`config.mk`:
```
export PLATFORM = sky130hd
export DESIGN_NAME = transmitter_serial_flat
export DESIGN_NICKNAME = d
export VERILOG_FILES = /design/src/rtl/transmitter_serial_if.sv /design/src/rtl/transmitter_serial.sv /design/src/flat_wrapper.sv
export SDC_FILE = /design/constraint.sdc
export NUM_CORES = 1
export LEC_CHECK = 0
export ABC_AREA = 1
export BUFFER_PORTS_ARGS = -buffer_cell sky130_fd_sc_hd__buf_2
export CORE_AREA = 2 2 66 68
export DETAILED_ROUTE_END_ITERATION = 6
export DIE_AREA = 0 0 68 70
export PLACE_DENSITY = 0.84
export SLEW_MARGIN = 20
export SYNTH_ARGS = -nofsm -noshare
export SYNTH_HDL_FRONTEND = slang
export SYNTH_SLANG_ARGS = --single-unit
```
`constraint.sdc`:
```
create_clock -name clk -period 1.8 [get_ports clk]
set_clock_uncertainty 0.2 [all_clocks]
set_input_delay 0 -clock clk [delete_from_list [all_inputs] [get_ports clk]]
set_output_delay 0 -clock clk [all_outputs]
set_load 0.01 [all_outputs]
```
`src/rtl/transmitter_serial_if.sv`:
```
// transmitter_serial_if: write handshake and serial line of the transmitter.
// The master side issues writes and watches the line; the slave side is the transmitter.
interface transmitter_serial_if;
  logic       tx_en;
  logic [7:0] tx_data;
  logic       txd;
  logic       tx_ready;
  logic       tx_busy;

  modport master (
    output tx_en,
    output tx_data,
    input  txd,
    input  tx_ready,
    input  tx_busy
  );

  modport slave (
    input  tx_en,
    input  tx_data,
    output txd,
    output tx_ready,
    output tx_busy
  );
endinterface

```
`src/rtl/transmitter_serial.sv`:
```
// transmitter_serial: 8N1 serial transmitter, DIVISOR clk cycles per bit.
// A one-byte holding buffer sits in front of the shift register, so a second
// byte can be queued while a frame is on the line and sent with no idle gap.
module transmitter_serial #(
  parameter int DIVISOR = 1
) (
  input logic                 clk,
  input logic                 rst,
  transmitter_serial_if.slave bus
);

  typedef enum logic [1:0] {
    IDLE  = 2'd0,
    START = 2'd1,
    DATA  = 2'd2,
    STOP  = 2'd3
  } state_t;

  localparam logic [15:0] BAUD_LAST = 16'(DIVISOR - 1);

  state_t      state;
  logic [7:0]  hold_buf;
  logic [7:0]  shift_reg;
  logic [2:0]  bit_count;
  logic [15:0] baud_count;
  logic        txd_reg;
  logic        ready_reg;
  logic        busy_reg;
  logic        baud_done;

  // The holding buffer is full exactly when ready_reg is low, so no separate
  // full flag is kept.
  assign baud_done    = (baud_count == BAUD_LAST);
  assign bus.txd      = txd_reg;
  assign bus.tx_ready = ready_reg;
  assign bus.tx_busy  = busy_reg;

  // Frame sequencer: state, counters, buffer, handshake flags and the line register.
  always_ff @(posedge clk) begin
    if (rst) begin
      state      <= IDLE;
      hold_buf   <= '0;
      shift_reg  <= '0;
      bit_count  <= '0;
      baud_count <= '0;
      txd_reg    <= 1'b1;
      ready_reg  <= 1'b1;
      busy_reg   <= 1'b0;
    end else begin
      // The line register is driven from the state held during the previous
      // cycle, which is what places the start bit two edges after the accept.
      case (state)
        IDLE:    txd_reg <= 1'b1;
        START:   txd_reg <= 1'b0;
        DATA:    txd_reg <= shift_reg[0];
        STOP:    txd_reg <= 1'b1;
        default: txd_reg <= 1'b1;
      endcase

      case (state)
        IDLE: begin
          baud_count <= '0;
          if (!ready_reg) begin
            state      <= START;
            shift_reg  <= hold_buf;
            ready_reg  <= 1'b1;
            busy_reg   <= 1'b1;
          end
        end
        START: begin
          if (baud_done) begin
            state      <= DATA;
            bit_count  <= '0;
            baud_count <= '0;
          end else begin
            baud_count <= baud_count + 16'd1;
          end
        end
        DATA: begin
          if (baud_done) begin
            baud_count <= '0;
            shift_reg  <= {1'b0, shift_reg[7:1]};
            if (bit_count == 3'd7) begin
              state <= STOP;
            end else begin
              bit_count <= bit_count + 3'd1;
            end
          end else begin
            baud_count <= baud_count + 16'd1;
          end
        end
        STOP: begin
          if (baud_done) begin
            baud_count <= '0;
            if (!ready_reg) begin
              state     <= START;
              shift_reg <= hold_buf;
              ready_reg <= 1'b1;
            end else begin
              state    <= IDLE;
              busy_reg <= 1'b0;
            end
          end else begin
            baud_count <= baud_count + 16'd1;
          end
        end
        default: begin
          state      <= IDLE;
          busy_reg   <= 1'b0;
          baud_count <= '0;
        end
      endcase

      // A write can only land while the buffer is empty, which never
      // coincides with the buffer draining into the shift register above.
      if (bus.tx_en && ready_reg) begin
        hold_buf  <= bus.tx_data;
        ready_reg <= 1'b0;
      end
    end
  end

endmodule

```
`src/flat_wrapper.sv`:
```
// flat-port wrapper written by rule: the top's interface ports become plain ports
module transmitter_serial_flat 
#(
  parameter int DIVISOR = 1
)
  (clk, rst, bus_tx_en, bus_tx_data, bus_txd, bus_tx_ready, bus_tx_busy);
  transmitter_serial_if bus_i ();
  input logic clk;
  input logic rst;
  input wire logic [$bits(bus_i.tx_en)-1:0] bus_tx_en;
  input wire logic [$bits(bus_i.tx_data)-1:0] bus_tx_data;
  output wire logic [$bits(bus_i.txd)-1:0] bus_txd;
  output wire logic [$bits(bus_i.tx_ready)-1:0] bus_tx_ready;
  output wire logic [$bits(bus_i.tx_busy)-1:0] bus_tx_busy;
  assign bus_i.tx_en = bus_tx_en;
  assign bus_i.tx_data = bus_tx_data;
  assign bus_txd = bus_i.txd;
  assign bus_tx_ready = bus_i.tx_ready;
  assign bus_tx_busy = bus_i.tx_busy;
  transmitter_serial #(.DIVISOR(DIVISOR)) u_core (.clk(clk), .rst(rst), .bus(bus_i));
endmodule
```
==> run metrics <==
outcome finished, final reports clean; worst hold path class in2reg; initial antenna violation count 0; Post-Syn Area 2060 sq um; Synth Register Bits 40; sequential element share of the synthesized area 0.390; switching part of the total 0.298; top_reg_cell synth dfxtp_1; slowest stage delay, CP 0.57 ns; largest net degree at the start of global routing 24; gr usage total 0.188; Clk pin slew, worst setup/hold paths 0.08 ns; Simple-Gate Fraction of Synth Area 0.316; most common cell in the netlist nor2_1; CTS Buf Count 5; Synthesized Nets 298; setup bufs post-CTS 0; total global routing overflow 0; minimum clock period 1.71 ns; Worst EP required 1.83 ns; design area 2500 sq um; critical path, cell by cell dlygate4sd3_1 -> buf_2 -> inv_1 -> buf_12 -> o21ai_0 -> dlygate4sd3_1 -> nor2_1; most instantiated cells after synthesis nor2_1 (59), nand2_1 (47), dfxtp_1 (40); most frequent CP cell dlygate4sd3_1; # diodes 0; max reg flops 16; Lkg Pwr 1.08 nW; GP Congestion 0.791; Pre-Repair DR Iteration Count 4; # H-tree levels 2; CP bufs+invs 5; RSZ-0062 raised after global routing yes; Max IR drop VDD 0.775 mV; Max Clk Rate 585 MHz; Skew-Pair Late Insertion Delay 0.29 ns; synth top area cells dfxtp_1 (39%), nor2_1 (11%), nand2_1 (8.6%); max cap viols 0; Reg area 802 sq um; FP Rows 24; unique cell type count in the Yosys netlist 31; share of layout cells above drive strength 1 0.161; Synth Area in Adders 0.0548; Die H 70 microns; Post-Route Utilization 0.603; CP Launch Type input port; Crit path max-delay family buffers and inverters; Mapped Cells 278; DRC 0; Worst-Margin Slew 0.385 ns; XOR/XNOR Fraction of Synth Area 0.0256; Setup Viol. Count Final 0; first-pass GRT wire length 6870 microns; Die Footprint 4760 sq um; TritonCTS clock tree built; crit path kind in2reg; Compound-Gate Fraction of Synth Area 0.107; period utilisation layout 0.950; relative slew slack 0.742; Placed Area 2180 sq um; routed vias 1801; leading area contributor after synthesis dfxtp_1; Ports 14; Layout area overhead 21.6%; clock power share 0.335; Async S/R FF share, synth 0; Yosys top cell area share 0.390; CTS Sinks 40; Layout Nets 330; mux share of post-synthesis cell area 0.0341; Power Total 3.02 mW; die width 68 microns; Max FO, Critical Path 23; Port-buffer cells 13; Routed Antenna Nets 0; area of the multi-input gates 1120 sq um; Fillers 368; Fin. Hold Viols 0; mean post-synth cell area 7.39 sq um; vias in the first global route 1683; Comb pwr share 0.293; Crit. End Element flip-flop; largest family of logic cells by synthesized area simple AND/OR/NAND/NOR gates; root buf cell clkbuf_8; Routed WL per cell 11.1 microns; Initial Util 0.496; max-slew violations 0; DR vias/cell 4.96; Synth Warn # 0; slowest CP cell dlygate4sd3_1; CP arrival 1.74 ns; CTS Buffer Depth 2; core area 4140 sq um; Power Density 1210 nW/um^2; P_int 2.12 mW; DR iter-0 viols 90; r2r setup slk 0.09 ns; number of enable flip-flop cells after synthesis 0; Routed WL 4020 microns; Psw 0.900 mW; sequential cell fraction of total power 0.372; post-DP HPWL 2760 microns
-- repair_timing --
item | 4_1_cts | 5_1_grt
endpoints found under the setup margin | 0 | 15
hold buffers | 13 | 0
endpoints found under the hold margin | 16 | 0
gates resized for setup | 0 | 9
-- through the flow --
stage / std cells / hold WS (ns) / setup slack (ns) / TNS [ns]
floorplan: 278 / -0.131 / 0.0615 / 0
global placement: 342 / -0.0270 / 0.130 / 0
detailed placement: 342 / -0.0257 / 0.0614 / 0
CTS: 363 / 0.192 / 0.0350 / 0
global route: 363 / 0.219 / -0.00783 / -0.00960
finish: 363 / 0.204 / 0.0905 / 0
-- final timing paths --
kind | start | depth (start not counted) | end
min reg2reg | u_core.baud_count[0] | 1 | u_core.baud_count[0]
min | rst | 3 | u_core.bus.tx_busy
max reg2reg | u_core.state[1] | 7 | u_core.bit_count[0]
max | rst | 7 | u_core.hold_buf[7]
-- per-layer routing --
layer	GRT usage	share of wire	wire, microns
met5	0	0	0
met4	0.0733	0.017	67
met3	0.0483	0.027	109
met2	0.331	0.50	2030
met1	0.207	0.45	1820
-- cell usage in the layout (no fill, tap or decap), types with 2 or more instances in the layout --
master and instances:
nor2_4 2, nor2_1 58, ha_2 2, nand2_1 46
dfxtp_1 39, nand4_1 2, or2_2 2, xor2_1 5
a21oi_1 23, inv_1 24, nand2_2 7, o21ai_0 16
ha_1 7, buf_2 13, nand3_4 2, nand3_1 14
nand3b_1 3, buf_4 5, clkbuf_8 5, bufinv_16 3
mux2i_1 7, dlygate4sd3_1 13
-- power groups by stage --
| stage | Sequential (mW) | Clock (mW) | Combinational, mW |
|---|---|---|---|
| floorplan | 1.13 | 0 | 0.657 |
| global route | 1.13 | 1.08 | 1.00 |
| CTS | 1.12 | 1.03 | 0.869 |
| finish | 1.12 | 1.01 | 0.884 |
| detailed placement | 1.14 | 0 | 0.843 |
| global placement | 1.13 | 0 | 0.810 |
-- layout make-up --
class,count,share of cell area
Tap cell,52,0.0260
Clock inverter,3,0.0360
Timing Repair Buffer,32,0.101
Sequential cell,40,0.321
Clock buffer,5,0.0275
Inverter,26,0.0390
Multi-Input combinational cell,205,0.449
-- cell families (layout without fill, tap and decap cells) --
family,after synthesis,count (layout)
compound gates,41,41
xor+xnor,6,6
fa+ha+maj,9,9
buf+inv,33,66
flops,40,40
mux,7,7
simple gates,142,142
-- worst register-to-register path, stage by stage, from the launching register on --
cell and delay, ns:
dfxtp_1 0.38, inv_1 0.11, ha_1 0.19, or2_2 0.30
nand2_2 0.13, nand2_1 0.11, a21oi_1 0.14, nor2_1 0.05
Note: power is estimated with default switching activity, not from simulation.
